## src/rtl/msa_pkg.sv

```systemverilog
// Shared definitions for the MSA beat sequencer: format codes, FSM states,
// op classes and the decode-time classification helper.
package msa_pkg;

    localparam int VEC_W  = 128;
    localparam int LANE_W = 32;
    localparam int BEATS  = VEC_W / LANE_W;
    localparam int BEAT_W = $clog2(BEATS);
    localparam int MEM_TO = 15;
    localparam int TO_W   = $clog2(MEM_TO + 1);

    localparam logic [3:0] FMT_I8     = 4'd0;
    localparam logic [3:0] FMT_I5     = 4'd1;
    localparam logic [3:0] FMT_I10    = 4'd2;
    localparam logic [3:0] FMT_BIT    = 4'd3;
    localparam logic [3:0] FMT_3R     = 4'd4;
    localparam logic [3:0] FMT_ELM    = 4'd5;
    localparam logic [3:0] FMT_3RF    = 4'd6;
    localparam logic [3:0] FMT_2R     = 4'd7;
    localparam logic [3:0] FMT_2RF    = 4'd8;
    localparam logic [3:0] FMT_VEC    = 4'd9;
    localparam logic [3:0] FMT_BRANCH = 4'd11;

    typedef enum logic [1:0] {
        ST_IDLE = 2'd0,
        ST_EXEC = 2'd1,
        ST_MEM  = 2'd2,
        ST_DONE = 2'd3
    } state_e;

    typedef enum logic [1:0] {
        CLS_NONE = 2'd0,
        CLS_ELM  = 2'd1,
        CLS_VEC  = 2'd2,
        CLS_MEM  = 2'd3
    } op_class_e;

    typedef struct packed {
        op_class_e  cls;
        logic       is_store;
        logic [4:0] wd;
        logic [4:0] ws;
        logic [4:0] wt;
    } op_t;

    // Undefined format codes fall into CLS_NONE so they retire without datapath activity.
    function automatic op_class_e classify(input logic [3:0] fmt, input logic is_mem);
        op_class_e cls;
        if (is_mem) begin
            cls = CLS_MEM;
        end else begin
            case (fmt)
                FMT_ELM:    cls = CLS_ELM;
                FMT_I8, FMT_I5, FMT_I10, FMT_BIT, FMT_3R,
                FMT_3RF, FMT_2R, FMT_2RF, FMT_VEC:
                            cls = CLS_VEC;
                FMT_BRANCH: cls = CLS_NONE;
                default:    cls = CLS_NONE;
            endcase
        end
        return cls;
    endfunction

endpackage

```

## src/rtl/msa_beat_sequencer_if.sv

```systemverilog
// Decode-side handshake plus VRF / lane ALU / memory port controls of the sequencer.
interface msa_beat_sequencer_if;

    logic                         in_valid;
    logic                         in_ready;
    logic [3:0]                   fmt;
    logic                         is_mem;
    logic                         is_store;
    logic [4:0]                   wd;
    logic [4:0]                   ws;
    logic [4:0]                   wt;
    logic [msa_pkg::BEAT_W-1:0]   vrf_beat;
    logic                         vrf_we;
    logic [4:0]                   vrf_wd;
    logic [4:0]                   vrf_ws;
    logic [4:0]                   vrf_wt;
    logic                         alu_go;
    logic                         mem_req;
    logic                         mem_we;
    logic                         mem_ack;
    logic                         busy;
    logic                         retire;
    logic                         err;

    modport master (
        output in_valid, fmt, is_mem, is_store, wd, ws, wt, mem_ack,
        input  in_ready, vrf_beat, vrf_we, vrf_wd, vrf_ws, vrf_wt,
               alu_go, mem_req, mem_we, busy, retire, err
    );

    modport slave (
        input  in_valid, fmt, is_mem, is_store, wd, ws, wt, mem_ack,
        output in_ready, vrf_beat, vrf_we, vrf_wd, vrf_ws, vrf_wt,
               alu_go, mem_req, mem_we, busy, retire, err
    );

endinterface

```

## src/rtl/msa_beat_counter.sv

```systemverilog
// Beat index with wrap / last-beat flag, and the memory-wait timeout counter.
module msa_beat_counter
    import msa_pkg::*;
(
    input  logic              clk,
    input  logic              reset_n,
    input  logic              beat_clr,
    input  logic              beat_inc,
    input  logic              to_clr,
    input  logic              to_inc,
    output logic [BEAT_W-1:0] beat,
    output logic              last_beat,
    output logic              to_expire
);

    logic [BEAT_W-1:0] beat_r;
    logic [TO_W-1:0]   to_cnt_r;

    // Beat index: clear wins, increment wraps back to 0 after the last beat
    always_ff @(posedge clk) begin
        if (!reset_n) begin
            beat_r <= '0;
        end else if (beat_clr) begin
            beat_r <= '0;
        end else if (beat_inc) begin
            if (beat_r == BEAT_W'(BEATS - 1)) begin
                beat_r <= '0;
            end else begin
                beat_r <= beat_r + BEAT_W'(1);
            end
        end else begin
            beat_r <= beat_r;
        end
    end

    // Timeout counter: counts unacknowledged request cycles, cleared on ack or exit
    always_ff @(posedge clk) begin
        if (!reset_n) begin
            to_cnt_r <= '0;
        end else if (to_clr) begin
            to_cnt_r <= '0;
        end else if (to_inc) begin
            to_cnt_r <= to_cnt_r + TO_W'(1);
        end else begin
            to_cnt_r <= to_cnt_r;
        end
    end

    assign beat      = beat_r;
    assign last_beat = (beat_r == BEAT_W'(BEATS - 1));
    // Asserted during the MEM_TO-th consecutive wait cycle, so the abort fires on that cycle
    assign to_expire = (to_cnt_r == TO_W'(MEM_TO - 1));

endmodule

```

## src/rtl/msa_beat_sequencer.sv

```systemverilog
// Multi-cycle issue controller splitting a 128-bit MSA op into 32-bit beats
// for the lane ALU or the memory port, then pulsing retire.
module msa_beat_sequencer
    import msa_pkg::*;
(
    input  logic                  clk,
    input  logic                  reset_n,
    msa_beat_sequencer_if.slave   bus
);

    state_e            state_r;
    state_e            state_s;
    op_t               op_r;
    logic              accept_s;
    logic              abort_s;
    logic              beat_clr_s;
    logic              beat_inc_s;
    logic              to_clr_s;
    logic              to_inc_s;
    logic              last_beat_s;
    logic              to_expire_s;
    logic [BEAT_W-1:0] beat_s;

    assign accept_s = bus.in_valid && (state_r == ST_IDLE);
    assign abort_s  = (state_r == ST_MEM) && !bus.mem_ack && to_expire_s;

    msa_beat_counter u_beat_counter (
        .clk       (clk),
        .reset_n   (reset_n),
        .beat_clr  (beat_clr_s),
        .beat_inc  (beat_inc_s),
        .to_clr    (to_clr_s),
        .to_inc    (to_inc_s),
        .beat      (beat_s),
        .last_beat (last_beat_s),
        .to_expire (to_expire_s)
    );

    // State register
    always_ff @(posedge clk) begin
        if (!reset_n) begin
            state_r <= ST_IDLE;
        end else begin
            state_r <= state_s;
        end
    end

    // Op latch: class is resolved once at accept, so later fmt changes are irrelevant
    always_ff @(posedge clk) begin
        if (!reset_n) begin
            op_r <= '0;
        end else if (accept_s) begin
            op_r <= '{cls: classify(bus.fmt, bus.is_mem), is_store: bus.is_store,
                      wd: bus.wd, ws: bus.ws, wt: bus.wt};
        end else begin
            op_r <= op_r;
        end
    end

    // Next-state decode
    always_comb begin
        state_s = state_r;
        case (state_r)
            ST_IDLE: begin
                if (bus.in_valid) begin
                    case (classify(bus.fmt, bus.is_mem))
                        CLS_MEM:          state_s = ST_MEM;
                        CLS_ELM, CLS_VEC: state_s = ST_EXEC;
                        default:          state_s = ST_DONE;
                    endcase
                end else begin
                    state_s = ST_IDLE;
                end
            end
            ST_EXEC: begin
                if (last_beat_s || (op_r.cls == CLS_ELM)) begin
                    state_s = ST_DONE;
                end else begin
                    state_s = ST_EXEC;
                end
            end
            ST_MEM: begin
                if (bus.mem_ack && last_beat_s) begin
                    state_s = ST_DONE;
                end else if (abort_s) begin
                    state_s = ST_IDLE;
                end else begin
                    state_s = ST_MEM;
                end
            end
            ST_DONE: state_s = ST_IDLE;
            default: state_s = ST_IDLE;
        endcase
    end

    // Output and beat/timeout counter control decode
    always_comb begin
        bus.in_ready = 1'b0;
        bus.busy     = 1'b0;
        bus.alu_go   = 1'b0;
        bus.vrf_we   = 1'b0;
        bus.mem_req  = 1'b0;
        bus.mem_we   = 1'b0;
        bus.retire   = 1'b0;
        bus.err      = 1'b0;
        bus.vrf_beat = beat_s;
        bus.vrf_wd   = 5'd0;
        bus.vrf_ws   = 5'd0;
        bus.vrf_wt   = 5'd0;
        beat_clr_s   = 1'b0;
        beat_inc_s   = 1'b0;
        to_clr_s     = 1'b1;
        to_inc_s     = 1'b0;
        case (state_r)
            ST_IDLE: begin
                bus.in_ready = 1'b1;
            end
            ST_EXEC: begin
                bus.busy   = 1'b1;
                bus.alu_go = 1'b1;
                bus.vrf_we = 1'b1;
                bus.vrf_wd = op_r.wd;
                bus.vrf_ws = op_r.ws;
                bus.vrf_wt = op_r.wt;
                beat_inc_s = (op_r.cls != CLS_ELM);
            end
            ST_MEM: begin
                bus.busy    = 1'b1;
                bus.mem_req = 1'b1;
                bus.mem_we  = op_r.is_store;
                bus.vrf_we  = bus.mem_ack && !op_r.is_store;
                bus.err     = abort_s;
                bus.vrf_wd  = op_r.wd;
                bus.vrf_ws  = op_r.ws;
                bus.vrf_wt  = op_r.wt;
                beat_inc_s  = bus.mem_ack;
                beat_clr_s  = abort_s;
                to_clr_s    = bus.mem_ack || abort_s;
                to_inc_s    = !bus.mem_ack && !abort_s;
            end
            ST_DONE: begin
                bus.busy   = 1'b1;
                bus.retire = 1'b1;
                bus.vrf_wd = op_r.wd;
                bus.vrf_ws = op_r.ws;
                bus.vrf_wt = op_r.wt;
                beat_clr_s = 1'b1;
            end
            default: begin
                bus.in_ready = 1'b0;
            end
        endcase
    end

endmodule

```

## src/flat_wrapper.sv

```systemverilog
// flat-port wrapper written by rule: the top's interface ports become plain ports
module msa_beat_sequencer_flat import msa_pkg::*;
  (clk, reset_n, bus_in_valid, bus_fmt, bus_is_mem, bus_is_store, bus_wd, bus_ws, bus_wt, bus_mem_ack, bus_in_ready, bus_vrf_beat, bus_vrf_we, bus_vrf_wd, bus_vrf_ws, bus_vrf_wt, bus_alu_go, bus_mem_req, bus_mem_we, bus_busy, bus_retire, bus_err);
  msa_beat_sequencer_if bus_i ();
  input  logic clk;
  input  logic reset_n;
  input wire logic [$bits(bus_i.in_valid)-1:0] bus_in_valid;
  input wire logic [$bits(bus_i.fmt)-1:0] bus_fmt;
  input wire logic [$bits(bus_i.is_mem)-1:0] bus_is_mem;
  input wire logic [$bits(bus_i.is_store)-1:0] bus_is_store;
  input wire logic [$bits(bus_i.wd)-1:0] bus_wd;
  input wire logic [$bits(bus_i.ws)-1:0] bus_ws;
  input wire logic [$bits(bus_i.wt)-1:0] bus_wt;
  input wire logic [$bits(bus_i.mem_ack)-1:0] bus_mem_ack;
  output wire logic [$bits(bus_i.in_ready)-1:0] bus_in_ready;
  output wire logic [$bits(bus_i.vrf_beat)-1:0] bus_vrf_beat;
  output wire logic [$bits(bus_i.vrf_we)-1:0] bus_vrf_we;
  output wire logic [$bits(bus_i.vrf_wd)-1:0] bus_vrf_wd;
  output wire logic [$bits(bus_i.vrf_ws)-1:0] bus_vrf_ws;
  output wire logic [$bits(bus_i.vrf_wt)-1:0] bus_vrf_wt;
  output wire logic [$bits(bus_i.alu_go)-1:0] bus_alu_go;
  output wire logic [$bits(bus_i.mem_req)-1:0] bus_mem_req;
  output wire logic [$bits(bus_i.mem_we)-1:0] bus_mem_we;
  output wire logic [$bits(bus_i.busy)-1:0] bus_busy;
  output wire logic [$bits(bus_i.retire)-1:0] bus_retire;
  output wire logic [$bits(bus_i.err)-1:0] bus_err;
  assign bus_i.in_valid = bus_in_valid;
  assign bus_i.fmt = bus_fmt;
  assign bus_i.is_mem = bus_is_mem;
  assign bus_i.is_store = bus_is_store;
  assign bus_i.wd = bus_wd;
  assign bus_i.ws = bus_ws;
  assign bus_i.wt = bus_wt;
  assign bus_i.mem_ack = bus_mem_ack;
  assign bus_in_ready = bus_i.in_ready;
  assign bus_vrf_beat = bus_i.vrf_beat;
  assign bus_vrf_we = bus_i.vrf_we;
  assign bus_vrf_wd = bus_i.vrf_wd;
  assign bus_vrf_ws = bus_i.vrf_ws;
  assign bus_vrf_wt = bus_i.vrf_wt;
  assign bus_alu_go = bus_i.alu_go;
  assign bus_mem_req = bus_i.mem_req;
  assign bus_mem_we = bus_i.mem_we;
  assign bus_busy = bus_i.busy;
  assign bus_retire = bus_i.retire;
  assign bus_err = bus_i.err;
  msa_beat_sequencer u_core (.clk(clk), .reset_n(reset_n), .bus(bus_i));
endmodule
```

## config.mk

```make
export PLATFORM = sky130hd
export DESIGN_NAME = msa_beat_sequencer_flat
export DESIGN_NICKNAME = d
export VERILOG_FILES = /design/src/rtl/msa_pkg.sv /design/src/rtl/msa_beat_sequencer_if.sv /design/src/rtl/msa_beat_counter.sv /design/src/rtl/msa_beat_sequencer.sv /design/src/flat_wrapper.sv
export SDC_FILE = /design/constraint.sdc
export NUM_CORES = 1
export LEC_CHECK = 0
export BUFFER_PORTS_ARGS = -buffer_cell sky130_fd_sc_hd__buf_2
export CAP_MARGIN = 20
export CORE_ASPECT_RATIO = 1.75
export CORE_MARGIN = 2
export CORE_UTILIZATION = 43
export CTS_CLUSTER_SIZE = 40
export DETAILED_ROUTE_END_ITERATION = 6
export HOLD_SLACK_MARGIN = 0.08
export PLACE_DENSITY = 0.78
export SETUP_SLACK_MARGIN = 0.15
export SYNTH_ARGS = -nofsm -noshare
export SYNTH_HDL_FRONTEND = slang
export SYNTH_HIERARCHICAL = 1
export SYNTH_SLANG_ARGS = --single-unit
```

## constraint.sdc

```tcl
create_clock -name clk -period 2.68 [get_ports clk]
set_input_delay 0.536 -clock clk [delete_from_list [all_inputs] [get_ports clk]]
set_output_delay 0.536 -clock clk [all_outputs]
set_load 0.005 [all_outputs]
```

; Word-level counts from Yosys, hierarchy flattened
; Memories as Yosys holds them, arrays and structs flattened.
; Index checks and enable logic that the tools add are counted.
[classes]
addsub = 2
n_bitwise = 1
eq_ne = 10
reduce_logical = 16
muxes = 26
[ops]
columns = operator, n
row1 = $mux W2, 9
row2 = $mux W5, 3
row3 = $eq A2 B2 Y1 const B, 5
row4 = $mux W1, 9
row5 = $pmux W2 S4, 1
row6 = $eq A2 B1 Y1 const B, 3
row7 = $logic_and A1 B1 Y1, 6
row8 = $pmux W1 S2, 3
row9 = $reduce_or A2 Y1, 3
row10 = $add A4 B1 Y4 const B, 1
row11 = $eq A4 B4 Y1 const B, 1
row12 = $pmux W2 S2, 1
row13 = $logic_not A1 Y1, 3
row14 = $reduce_or A3 Y1, 1
row15 = $add A2 B1 Y2 const B, 1
row16 = $logic_not A2 Y1, 1
row17 = $logic_or A1 B1 Y1, 2
row18 = $ne A2 B1 Y1 const B, 1
row19 = $not A1 Y1, 1
[totals]
mem_count = 2
in_bits = 25
out_inout_bits = 25
elab_cells = 65
reg_bits = 26
romBits = 64
[mem_list]
columns = name, depth, width, read_ports, rd_ports_with_merged_regs, write_ports, line_no
row1 = (name not given), 16, 2, 1, 0, 0, msa_pkg.sv:52  ; case (fmt)
row2 = (name not given), 16, 2, 1, 0, 0, msa_pkg.sv:52

; Longest topological paths before layout
; An unclocked memory read counts as a cell.
[logic_depth]
depth_word = 9
ltp_mapped = 8
ltp_nobuf = 8

; Cells and area by module
; The synthesis kept the hierarchy.
[by_module_without_submodules]
columns = mod, cells_per_inst, seq_area_each_um2, area_per_inst_um2, n_inst
row1 = msa_beat_sequencer, 132, 400.4, 1103.6, 1
row2 = msa_beat_counter, 29, 120.1, 292.8, 1

; Worst setup path after synthesis
; No wires, ideal clock.
[synth_timing]
kind = reg2out
start = register u_core.state_r[0]
end = output bus_vrf_wd[0]
slack_ps = 1064
path_stages_with_launch = 6
path_buffers = 2
t_required_ps = 2144
t_arrival_ps = 1080
path_cell_list = dfxtp_1 > inv_1 > ha_1 > buf_6 > clkbuf_1 > nor2b_1
[synth_between]
elab_chain_len = 3
elab_cells_between_ends = 5
classes_between = 3 x eq/ne / 1 x mux / 1 x reduce/logical
[synth_rtl]
columns = element, line_no
row1 = from (decl), msa_beat_sequencer.sv:11  ; state_e state_r;
row2 = from (signal assigned), msa_beat_sequencer.sv:44  ; state_r <= state_s;
row3 = $eq A2 B2 Y1 or $eq A2 B1 Y1 (tied branches), msa_beat_sequencer.sv:114  ; case (state_r)
row4 = $reduce_or A3 Y1 (no source line) (*), -
row5 = $mux W5 (*), msa_beat_sequencer.sv:114
row6 = to (decl), flat_wrapper.sv:18  ; output wire logic [$bits(bus_i.vrf_wd)-1:0] bus_vrf_wd;
; Mark *: on every way between the ends. The rest lies on a longest branch, timed or not.

; Worst setup path in the final report
[layout_timing]
start = register u_core.state_r[0]
end = output bus_busy
[layout_between]
elab_chain_len = 3
elab_cells_between_ends = 5
classes_between = 3 x eq/ne / 1 x mux / 1 x reduce/logical
[layout_rtl]
columns = element, line_no
row1 = $eq A2 B2 Y1 or $eq A2 B1 Y1 (tied branches), msa_beat_sequencer.sv:114
row2 = $reduce_or A3 Y1 (no source line) (*), -
row3 = $mux W1 (*), msa_beat_sequencer.sv:114
row4 = to (decl), flat_wrapper.sv:24  ; output wire logic [$bits(bus_i.busy)-1:0] bus_busy;
; Marks and branches as above.

==> impl_metrics.json <==
{
  "dp_hpwl_um": 2000,
  "run_status": "finished, final reports clean",
  "synth_top_family_by_area": "simple AND/OR/NAND/NOR gates",
  "cap_viol_max_count": 0,
  "rsz0062_at_grt": "no",
  "p_comb_share_pct": 31.5,
  "portBuffers": 49,
  "grt_pass1_wl_um": 4290,
  "fp.dieH_um": 79.4,
  "synth_mux_area_share_pct": 1.43,
  "h-tree-depth": 1,
  "grt_pass1_vias": 1073,
  "syn_inst": 161,
  "dr.pass1.iters": 4,
  "die_w_um": 47.1,
  "yosysWarnings": 6,
  "worst_pin_slew_ns": 0.655,
  "routedWlPerCell_um": 10.6,
  "fillCellCount": 313,
  "min_period_ns": 2.18,
  "min-delay-path-class": "reg2reg",
  "final_nets": 241,
  "async_reset_ff_share_pct": 0,
  "cts_setup_buffers": 0,
  "start_util_pct": 44.9,
  "synth_common_cells": "33 x nand2_1, 26 x dfxtp_1, 17 x nor2b_1, 10 x a21boi_2, 10 x inv_1",
  "slew_headroom_pct": 56.4,
  "postRouteAntennaNets": 0,
  "num_rows": 27,
  "synth_edf_count": 0,
  "p_leak_nw": 0.805,
  "cp.arrival_ns": 1.64,
  "tritoncts": "yes",
  "ctsResizeCount": 0,
  "report.final.slew_viol_count": 0,
  "synth.avg_cell_area_sq_um": 8.67,
  "design.core.area_sq_um": 3110,
  "finalHoldViolCount": 0,
  "whs_ns": 0.462,
  "synth.area.top_cells": "dfxtp_1 37%, nand2_1 8.9%, a21boi_2 8.1%, nor2b_1 7.6%, ha_1 7.2%",
  "cts-root-buf": "clkbuf_8",
  "via_per_inst": 4.70,
  "startpoint_type": "flip-flop",
  "gr-total-overflow": 0,
  "worstSetupPathType": "reg2out",
  "numCtsBuffers": 3,
  "ys.flop_type": "dfxtp_1",
  "dp_slack_ns": 0.746,
  "final_layout_size_suffix_gt1_share_pct": 32.9,
  "gp_congestion": 0.764,
  "p_clk_share_pct": 28.1,
  "max_clock_freq_mhz": 459,
  "seq_area_frac_synth_pct": 37.3,
  "cts_hold_buf": 0,
  "critPathRequiredTime_ns": 2.14,
  "drt-initial-drc-count": 21,
  "synth-seq-cells": 26,
  "synth_compound_area_share_pct": 20.3,
  "antenna_cells": 0,
  "skew_ns": 0.00205,
  "yosys.area_share.xor_xnor_pct": 0.627,
  "grtUsageTotal_pct": 15.7,
  "yosys.area_share.simple_pct": 26.4,
  "final.setup.worst_slack_ns": 0.500,
  "dieArea_sq_um": 3740,
  "seqPwrFrac_pct": 40.3,
  "wl_um": 2660,
  "clock_path_buffers": 2,
  "clk_pin_slew_ns": 0.09,
  "syn-num-nets": 194,
  "timing.final.crit_share_pct": 81.3,
  "synthAdderAreaFrac_pct": 7.17,
  "insertion_delay_ns": 0.27,
  "antenna_found_initial": 0,
  "irDropWorstVdd_v": 0.000533,
  "powerDensity_nw_per_um2": 671,
  "synth.top_cell.area_share_pct": 37.3,
  "areaGrowthSynthToFinish_pct": 22.4,
  "ioPinCount": 50,
  "setup_violations": 0,
  "switching_share_pct": 30.9,
  "p_int_uw": 792,
  "cts.sinks": 26,
  "tns_ns": 0,
  "synth_cell_types": 36,
  "synth_most_common_cell": "nand2_1",
  "synth_area_leader_cell": "dfxtp_1",
  "drcViolationCount": 0,
  "worst_setup_path_end_kind": "output port",
  "vias": 1174,
  "synth_area_sq_um": 1400,
  "net-switching-power_uw": 354,
  "crit_fanout": 19,
  "grt_max_degree": 25
}
[metrics by stage]
| stage | cells | instance area (sq um) | utilization, % | power, mW |
|---|---|---|---|---|
| 2_1_floorplan | 161 | 1400 | - | 0.755 |
| 3_3_place_gp | 246 | 1640 | 52.7 | 0.833 |
| 3_5_place_dp | 246 | 1640 | 52.7 | 0.841 |
| 4_1_cts | 250 | 1710 | 55.0 | 1.16 |
| 5_1_grt | 250 | 1710 | 55.0 | 1.22 |
| 6_report | 250 | 1710 | 55.0 | 1.15 |
[worst max-delay path, stage by stage (launching register included)]
cell and delay, ns:
dfxtp_1 0.34, inv_1 0.08, ha_1 0.58, inv_1 0.20, buf_2 0.18
[cells by family after synthesis]
kind of cell | Yosys count
fa+ha+maj | 8
mux | 2
buf+inv | 17
xor+xnor | 1
simple gates | 72
compound gates | 35
flops | 26
[final cells by class]
cell class | count | area (sq um) | area share, %
clock buffer | 3 | 41.3 | 2.42
multi-input combinational | 118 | 781 | 45.7
clock inverter | 1 | 30.0 | 1.76
tap | 43 | 53.8 | 3.15
sequential | 26 | 520 | 30.5
timing repair buffer | 49 | 245 | 14.3
inverter | 10 | 37.5 | 2.20
[power groups by stage]
| stage | Combinational (mW) | Clock [mW] | Sequential, mW |
|---|---|---|---|
| 5_1_grt | 0.413 | 0.341 | 0.469 |
| 6_report | 0.361 | 0.323 | 0.462 |
| 4_1_cts | 0.371 | 0.329 | 0.463 |
| 3_5_place_dp | 0.368 | 0 | 0.473 |
| 2_1_floorplan | 0.288 | 0 | 0.467 |
| 3_3_place_gp | 0.362 | 0 | 0.471 |
[routing by layer]
layer / vias to the layer above / GRT usage (%) / wire length, um
li1: 617 / - / -
met1: 520 / 16.8 / 1080
met2: 32 / 27.1 / 1380
met3: 5 / 2.94 / 143
met4: 0 / 8.33 / 63
met5: - / 0 / 0
[layout by cell type, fill, tap and decap left out, types with 2 or more instances in the layout]
master	n
o21ai_0	6
buf_2	49
nand2b_1	3
nor2_1	4
dfxtp_1	26
nor2b_1	17
and2_1	2
a21boi_2	10
inv_1	10
a21boi_0	6
ha_1	8
a31oi_1	2
a21oi_1	3
and2b_1	2
and3_1	2
clkbuf_8	3
nand2_1	33
or3b_1	2
nand3b_1	2
mux2i_1	2
[flip-flops by register name (all words and copies together), names as in the netlist]
| name | cells |
|---|---|
| u_core/op_r | 18 |
| u_core/state_r | 2 |
| u_core/u_beat_counter/beat | 2 |
| u_core/u_beat_counter/to_cnt_r | 4 |
[worst paths after layout]
| kind | startpoint | end | slack [ns] | depth (start not counted) |
|---|---|---|---|---|
| hold / removal | u_core/op_r[10] | u_core/op_r[10] | 0.46 | 2 |
| hold reg to reg | u_core/op_r[10] | u_core/op_r[10] | 0.46 | 2 |
| setup reg to reg | u_core/state_r[0] | u_core/op_r[17] | 0.90 | 4 |
| setup / recovery | u_core/state_r[0] | bus_busy | 0.50 | 4 |
(Power assumes the default switching activity.)
